<file path="config.mk">
export PLATFORM = sky130hd
export DESIGN_NAME = wb_stage_flat
export DESIGN_NICKNAME = d
export VERILOG_FILES = /design/src/rtl/wb_pkg.sv /design/src/rtl/wb_if.sv /design/src/rtl/wb_fifo.sv /design/src/rtl/wb_stage.sv /design/src/flat_wrapper.sv
export SDC_FILE = /design/constraint.sdc
export NUM_CORES = 1
export LEC_CHECK = 0
export BUFFER_PORTS_ARGS = -buffer_cell sky130_fd_sc_hd__buf_2
export CAP_MARGIN = 20
export CORE_UTILIZATION = 40
export DETAILED_ROUTE_END_ITERATION = 8
export MAX_ROUTING_LAYER = met4
export PLACE_DENSITY = 0.65
export SLEW_MARGIN = 25
export SYNTH_ARGS = -nofsm -noshare
export SYNTH_HDL_FRONTEND = slang
export SYNTH_SLANG_ARGS = --single-unit
</file>
<file path="constraint.sdc">
create_clock -name iClk -period 2.7 [get_ports iClk]
set_input_delay 0.405 -clock iClk [delete_from_list [all_inputs] [get_ports iClk]]
set_output_delay 0.405 -clock iClk [all_outputs]
set_load 0.03 [all_outputs]
</file>
<file path="src/rtl/wb_pkg.sv">
// Shared types and widths for the writeback stage.
package wb_pkg;

  localparam int REG_ADDR_W = 5;
  localparam int XLEN       = 32;

  typedef struct packed {
    logic [REG_ADDR_W-1:0] addr;
    logic [XLEN-1:0]       data;
  } wb_req_t;

  typedef enum logic [1:0] {
    SEL_IDLE,
    SEL_ALU,
    SEL_LOAD,
    SEL_FORCE
  } wb_sel_e;

endpackage

</file>
<file path="src/rtl/wb_if.sv">
// Bus bundle between the execute units, the writeback stage and the register file write port.
interface wb_if;
  import wb_pkg::*;

  logic                  iAluValid;
  logic [REG_ADDR_W-1:0] iAluAddr;
  logic [XLEN-1:0]       iAluData;
  logic                  oAluStall;
  logic                  iLdValid;
  logic                  oLdReady;
  logic [REG_ADDR_W-1:0] iLdAddr;
  logic [XLEN-1:0]       iLdData;
  logic                  oWrite;
  logic [REG_ADDR_W-1:0] oAddrC;
  logic [XLEN-1:0]       oRegC;

  modport master (
    output iAluValid, iAluAddr, iAluData, iLdValid, iLdAddr, iLdData,
    input  oAluStall, oLdReady, oWrite, oAddrC, oRegC
  );

  modport slave (
    input  iAluValid, iAluAddr, iAluData, iLdValid, iLdAddr, iLdData,
    output oAluStall, oLdReady, oWrite, oAddrC, oRegC
  );

endinterface

</file>
<file path="src/rtl/wb_fifo.sv">
// Load-result FIFO; exposes per-entry address/valid so the top can keep same-register writes in order.
module wb_fifo
  import wb_pkg::*;
#(
  parameter int DEPTH = 2
) (
  input  logic                  clk,
  input  logic                  rst_n,
  input  logic                  push,
  input  wb_req_t               push_req,
  input  logic                  pop,
  output wb_req_t               head,
  output logic                  full,
  output logic                  empty,
  output logic [REG_ADDR_W-1:0] entry_addr [DEPTH],
  output logic [DEPTH-1:0]      entry_valid
);

  localparam int PW = (DEPTH > 1) ? $clog2(DEPTH) : 1;

  wb_req_t       mem [DEPTH];
  logic [PW-1:0] wr_ptr;
  logic [PW-1:0] rd_ptr;

  // Storage needs no reset: entry_valid alone says which slots mean anything.
  always_ff @(posedge clk) begin
    if (push) mem[wr_ptr] <= push_req;
  end

  // Pointers wrap naturally (DEPTH is a power of two); valid bits track occupancy.
  always_ff @(posedge clk or negedge rst_n) begin
    if (!rst_n) begin
      wr_ptr      <= '0;
      rd_ptr      <= '0;
      entry_valid <= '0;
    end else begin
      if (push) begin
        wr_ptr              <= wr_ptr + PW'(1);
        entry_valid[wr_ptr] <= 1'b1;
      end
      if (pop) begin
        rd_ptr              <= rd_ptr + PW'(1);
        entry_valid[rd_ptr] <= 1'b0;
      end
    end
  end

  // Address view of every slot for the scoreboard compare.
  always_comb begin
    for (int i = 0; i < DEPTH; i++) entry_addr[i] = mem[i].addr;
  end

  assign head  = mem[rd_ptr];
  assign full  = &entry_valid;
  assign empty = ~|entry_valid;

endmodule

</file>
<file path="src/rtl/wb_stage.sv">
// Writeback stage: merges ALU and load results onto the single register file write port.
// Optional feature macro WB_FWD_EN adds a same-cycle forwarding port for the decode stage.
module wb_stage
  import wb_pkg::*;
#(
  parameter int LD_DEPTH     = 2,
  parameter int STARVE_LIMIT = 4
) (
  input  logic                  iClk,
  input  logic                  nRst,
  wb_if.slave                   wb
`ifdef WB_FWD_EN
  ,
  input  logic [REG_ADDR_W-1:0] iFwdAddr,
  output logic                  oFwdHit,
  output logic [XLEN-1:0]       oFwdData
`endif
);

  localparam int SW = $clog2(STARVE_LIMIT + 1);
  localparam logic [SW-1:0] STARVE_MAX = SW'(STARVE_LIMIT);

  wb_sel_e               sel;
  wb_req_t               head;
  logic                  full;
  logic                  empty;
  logic [REG_ADDR_W-1:0] entry_addr [LD_DEPTH];
  logic [LD_DEPTH-1:0]   entry_valid;
  logic                  ld_push;
  logic                  pop;
  logic                  alu_live;
  logic                  order_hit;
  logic                  force_head;
  logic [SW-1:0]         starve_cnt;

  // Register-0 traffic never occupies the port: ALU r0 is simply consumed, load r0 is dropped.
  assign alu_live    = wb.iAluValid && (wb.iAluAddr != '0);
  assign ld_push     = wb.iLdValid && !full && (wb.iLdAddr != '0);
  assign wb.oLdReady = !full;
  assign force_head  = (starve_cnt == STARVE_MAX) && !empty;

  wb_fifo #(.DEPTH(LD_DEPTH)) u_fifo (
    .clk         (iClk),
    .rst_n       (nRst),
    .push        (ld_push),
    .push_req    ('{addr: wb.iLdAddr, data: wb.iLdData}),
    .pop         (pop),
    .head        (head),
    .full        (full),
    .empty       (empty),
    .entry_addr  (entry_addr),
    .entry_valid (entry_valid)
  );

  // Scoreboard: an ALU write to a register with an older queued load must wait for the FIFO to drain past it.
  always_comb begin
    order_hit = 1'b0;
    for (int i = 0; i < LD_DEPTH; i++) begin
      if (entry_valid[i] && (entry_addr[i] == wb.iAluAddr)) order_hit = 1'b1;
    end
    order_hit = order_hit && alu_live;
  end

  // Port arbitration: forced head, then ordering hazard, then ALU, then plain load drain.
  always_comb begin
    sel          = SEL_IDLE;
    pop          = 1'b0;
    wb.oAluStall = 1'b0;
    if (force_head) begin
      sel          = SEL_FORCE;
      pop          = 1'b1;
      wb.oAluStall = alu_live;
    end else if (order_hit) begin
      sel          = SEL_LOAD;
      pop          = 1'b1;
      wb.oAluStall = 1'b1;
    end else if (alu_live) begin
      sel = SEL_ALU;
    end else if (!empty) begin
      sel = SEL_LOAD;
      pop = 1'b1;
    end
  end

  // Counts cycles a queued head is passed over; saturates so FORCE stays asserted until it dequeues.
  always_ff @(posedge iClk or negedge nRst) begin
    if (!nRst) begin
      starve_cnt <= '0;
    end else if (empty || pop) begin
      starve_cnt <= '0;
    end else if (starve_cnt != STARVE_MAX) begin
      starve_cnt <= starve_cnt + SW'(1);
    end
  end

  // Output register; address and data hold on idle cycles.
  always_ff @(posedge iClk or negedge nRst) begin
    if (!nRst) begin
      wb.oWrite <= 1'b0;
      wb.oAddrC <= '0;
      wb.oRegC  <= '0;
    end else begin
      case (sel)
        SEL_IDLE: wb.oWrite <= 1'b0;
        SEL_ALU: begin
          wb.oWrite <= 1'b1;
          wb.oAddrC <= wb.iAluAddr;
          wb.oRegC  <= wb.iAluData;
        end
        default: begin
          wb.oWrite <= 1'b1;
          wb.oAddrC <= head.addr;
          wb.oRegC  <= head.data;
        end
      endcase
    end
  end

`ifdef WB_FWD_EN
  assign oFwdHit  = wb.oWrite && (wb.oAddrC == iFwdAddr) && (iFwdAddr != '0);
  assign oFwdData = wb.oRegC;
`endif

endmodule

</file>
<file path="src/flat_wrapper.sv">
// flat-port wrapper written by rule: the top's interface ports become plain ports
module wb_stage_flat import wb_pkg::*;
#(
  parameter int LD_DEPTH     = 2,
  parameter int STARVE_LIMIT = 4
)
  (iClk, nRst, wb_iAluValid, wb_iAluAddr, wb_iAluData, wb_iLdValid, wb_iLdAddr, wb_iLdData, wb_oAluStall, wb_oLdReady, wb_oWrite, wb_oAddrC, wb_oRegC);
  wb_if wb_i ();
  input  logic iClk;
  input  logic nRst;
  input wire logic [$bits(wb_i.iAluValid)-1:0] wb_iAluValid;
  input wire logic [$bits(wb_i.iAluAddr)-1:0] wb_iAluAddr;
  input wire logic [$bits(wb_i.iAluData)-1:0] wb_iAluData;
  input wire logic [$bits(wb_i.iLdValid)-1:0] wb_iLdValid;
  input wire logic [$bits(wb_i.iLdAddr)-1:0] wb_iLdAddr;
  input wire logic [$bits(wb_i.iLdData)-1:0] wb_iLdData;
  output wire logic [$bits(wb_i.oAluStall)-1:0] wb_oAluStall;
  output wire logic [$bits(wb_i.oLdReady)-1:0] wb_oLdReady;
  output wire logic [$bits(wb_i.oWrite)-1:0] wb_oWrite;
  output wire logic [$bits(wb_i.oAddrC)-1:0] wb_oAddrC;
  output wire logic [$bits(wb_i.oRegC)-1:0] wb_oRegC;
  assign wb_i.iAluValid = wb_iAluValid;
  assign wb_i.iAluAddr = wb_iAluAddr;
  assign wb_i.iAluData = wb_iAluData;
  assign wb_i.iLdValid = wb_iLdValid;
  assign wb_i.iLdAddr = wb_iLdAddr;
  assign wb_i.iLdData = wb_iLdData;
  assign wb_oAluStall = wb_i.oAluStall;
  assign wb_oLdReady = wb_i.oLdReady;
  assign wb_oWrite = wb_i.oWrite;
  assign wb_oAddrC = wb_i.oAddrC;
  assign wb_oRegC = wb_i.oRegC;
  wb_stage #(.LD_DEPTH(LD_DEPTH), .STARVE_LIMIT(STARVE_LIMIT)) u_core (.iClk(iClk), .nRst(nRst), .wb(wb_i));
endmodule
</file>
==> flow_summary_export.csv <==
group,metric,value,unit
outcome,status,"finished clean",
sta,period_needed,2280,ps
sta,max_freq,439,MHz
cells_and_area,final.fill_count,1011,
die,num_io_pins,118,
route,drt_pre_antenna_iters,4,
global_route,grt_usage,0.175,
route,ant_nets,0,
pwr,ir_drop,0.440,mV
synthesis,yosysUniqueCellTypes,29,
synthesis,synthTopCellsByArea,"edfxtp_1 45%, dfrtp_1 23%, a221oi_2 11%, mux2i_1 7.4%, nor2_1 3.2%",
die,num_rows,40,
placed_design,gp_congestion,0.801,
synthesis,synth_top_cell_by_area,"edfxtp_1",
route,postRouteWirelength,10.2,mm
hold_path,hold_path_class,"in2reg",
sta,fin_crit_sh,0.843,
cells_and_area,num-nets-final,542,
die,start_util,0.413,
synthesis,syn_area_per_cell,15.1,um^2
pwr,p_total,7.34,mW
die,core_area,12100,um^2
critical_path,crit_path_frequent_cell,"nor2_1",
synthesis,netlist.area_leader.share,0.446,
synthesis,syn-cell-area,4980,um^2
clock_network,clk_pin_slew,50,ps
global_route,grt_max_degree,41,
critical_path,crit_chain,"xor2_1, nor4_1, and3_1, nor2_1, nor2_1, buf_2",
synthesis,yosysWarnings,0,
synthesis,synth_nets,411,
global_route,antenna_found_initial,0,
global_route,grt_pass1_wl,16.1,mm
sta,hold_viol,0,
sta,maxSlewViolCount,0,
clock_network,cts_buffers,17,
die,fp.dieW,114,um
route,viasPerCell,4.87,
critical_path,path_class,"reg2out",
route,drc,0,
sta,final.setup.tns,0,ps
clock_network,cts_setup_buffers,0,
sta,grt_setup_unrepaired,"false",
critical_path,critPathMaxStageDelay,400,ps
sta,fin_worst_skew,8.67,ps
clock_network,cts_tree,"built",
die,die_h,114,um
clock_network,ctsLongestPathBuffers,2,
clock_network,ctsRootBufferMaster,"clkbuf_16",
job,max_cap_violations,0,
global_route,overflow,0,
placed_design,port_buffers,117,
critical_path,rrSetupSlack,430,ps
route,drtIter0Drc,147,
die,dieArea,12900,um^2
pwr,power.density,1140,nW/um^2
placed_design,dp.final_hpwl,6.76,mm
cells_and_area,syn_to_final_growth,29.1,%
critical_path,slowest_stage,"edfxtp_1",
sta,tightest_slew,743,ps
pwr,leakagePower,2.76,nW
cells_and_area,drive_gt1_frac,0.423,
clock_network,htreeDepth,4,
synthesis,syn-instance-count,331,
global_route,first_global_vias,3200,
critical_path,cp-end-kind,"primary output",
critical_path,worstPathRequired,2300,ps
critical_path,start_kind,"flip-flop",
synthesis,seq_area_frac_synth,0.672,
clock_network,cts.sinks,119,
sta,relSlewSlack,0.505,
cells_and_area,antennaDiodeCount,0,
critical_path,cp.arrival,1870,ps
clock_network,clk_latency,410,ps
synthesis,synth-seq-cells,119,
critical_path,path_max_fanout,3,
sta,setup_viol,0,
route,wl_per_cell,15.9,um
route,dr_total_vias,3133,
sequential cells by signal, indices dropped and copies added, names as in the netlist:
| signal | cells |
|---|---|
| u_core.wb.oRegC | 32 |
| u_core.wb.oWrite | 1 |
| u_core.wb.oAddrC | 5 |
| u_core.u_fifo.wr_ptr | 1 |
| u_core.u_fifo.mem | 74 |
| u_core.u_fifo.rd_ptr | 1 |
| u_core.u_fifo.entry_valid | 2 |
| u_core.starve_cnt | 3 |
cell usage after synthesis, drive strengths merged:
| library cell | number |
|---|---|
| nor3b | 2 |
| nor2 | 42 |
| xor2 | 6 |
| a2bb2oi | 1 |
| or4 | 1 |
| dfrtp | 45 |
| nor4 | 1 |
| a21oi | 2 |
| and3 | 1 |
| buf | 11 |
| nand2 | 6 |
| inv | 40 |
| nor2b | 1 |
| xnor2 | 7 |
| nor3 | 2 |
| mux2i | 37 |
| ha | 2 |
| a31oi | 1 |
| nand4 | 1 |
| o22ai | 1 |
| a221oi | 37 |
| o31a | 1 |
| o21ai | 1 |
| clkbuf | 6 |
| and3b | 1 |
| and2 | 1 |
| edfxtp | 74 |
layout by cell type, fill, tap and decap left out, types with 2 or more instances in the layout:
cell	n
nor2_1	42
nand2_1	6
a221oi_2	37
nor3b_1	2
buf_2	117
a21oi_1	2
ha_1	2
inv_1	40
buf_4	9
buf_12	2
dfrtp_1	44
mux2i_1	37
bufinv_16	4
clkbuf_16	17
edfxtp_1	74
xor2_1	6
clkinv_2	4
xnor2_1	7
clkbuf_8	3
clkbuf_1	3
per-layer routing:
metal  GRT usage  part of all wire  vias up
met4      0.0711             0.012        0
met2       0.268              0.49      103
met3      0.0452             0.050       10
li1            -                 -     1473
met5           -                 0        -
met1       0.222              0.45     1547
final timing paths:
| check | to | depth (start not counted) | startpoint |
|---|---|---|---|
| setup / recovery | wb_oAluStall | 6 | u_core.u_fifo.mem[1][32]$_DFFE_PP_ |
| hold / removal | u_core.u_fifo.mem[1][24]$_DFFE_PP_ | 1 | wb_iLdData[24] |
| setup reg to reg | u_core.wb.oRegC[11]$_DFFE_PN0P_ | 5 | u_core.u_fifo.entry_valid[0]$_DFF_PN0_ |
| hold reg to reg | u_core.starve_cnt[0]$_DFFE_PN0P_ | 1 | u_core.starve_cnt[0]$_DFFE_PN0P_ |
| max in group asynchronous | u_core.wb.oRegC[1]$_DFFE_PN0P_ | 3 | nRst |
| min in group asynchronous | u_core.wb.oAddrC[4]$_DFFE_PN0P_ | 2 | nRst |
where the power goes:
part / switching [mW] / internal [mW] / total, mW
clock: 0.748 / 1.61 / 2.36
sequential: 0.332 / 2.51 / 2.84
combinational: 1.35 / 0.787 / 2.14
total: 2.43 / 4.91 / 7.34
worst max-delay path, delay by kind of cell (launching register included):
kind,cells,cell delay [ps]
buf+inv,1,200
xor+xnor,1,160
flops,1,400
simple gates,4,710
through the flow:
stage	instances	cell area (um^2)	setup WS (ps)	utilization	hold WS (ps)
floorplan	331	4990	486	-	109
global placement	610	5800	349	0.481	404
detailed placement	610	5800	312	0.481	395
CTS	643	6440	400	0.534	168
global route	643	6440	278	0.534	169
finish	643	6440	424	0.534	188
layout make-up:
type                       count  area, um^2  area share
tap                          168         210      0.0327
multi-input combinational    155        1400       0.217
timing repair buffer         129         703       0.109
inverter                      40         150      0.0233
sequential                   119        3350       0.520
clock buffer                  23         478      0.0742
clock inverter                 9         148      0.0229
kinds of logic after synthesis:
logic type | Yosys count | share of synthesized area
xor gates and xnor gates | 13 | 0.0228
adders and majority gates | 2 | 0.00502
AOI/OAI and AO/OA | 44 | 0.123
DFF | 119 | 0.672
buffers and inverters | 57 | 0.0507
muxes | 37 | 0.0743
and+or+nand+nor | 59 | 0.0525
timing repair:
item / 4_1_cts / 5_1_grt
hold buffers: 1 / 0
gates resized for setup: 0 / 0
hold endpoints to repair: 19 / 0
No activity file was read; power rests on OpenSTA's default activity.
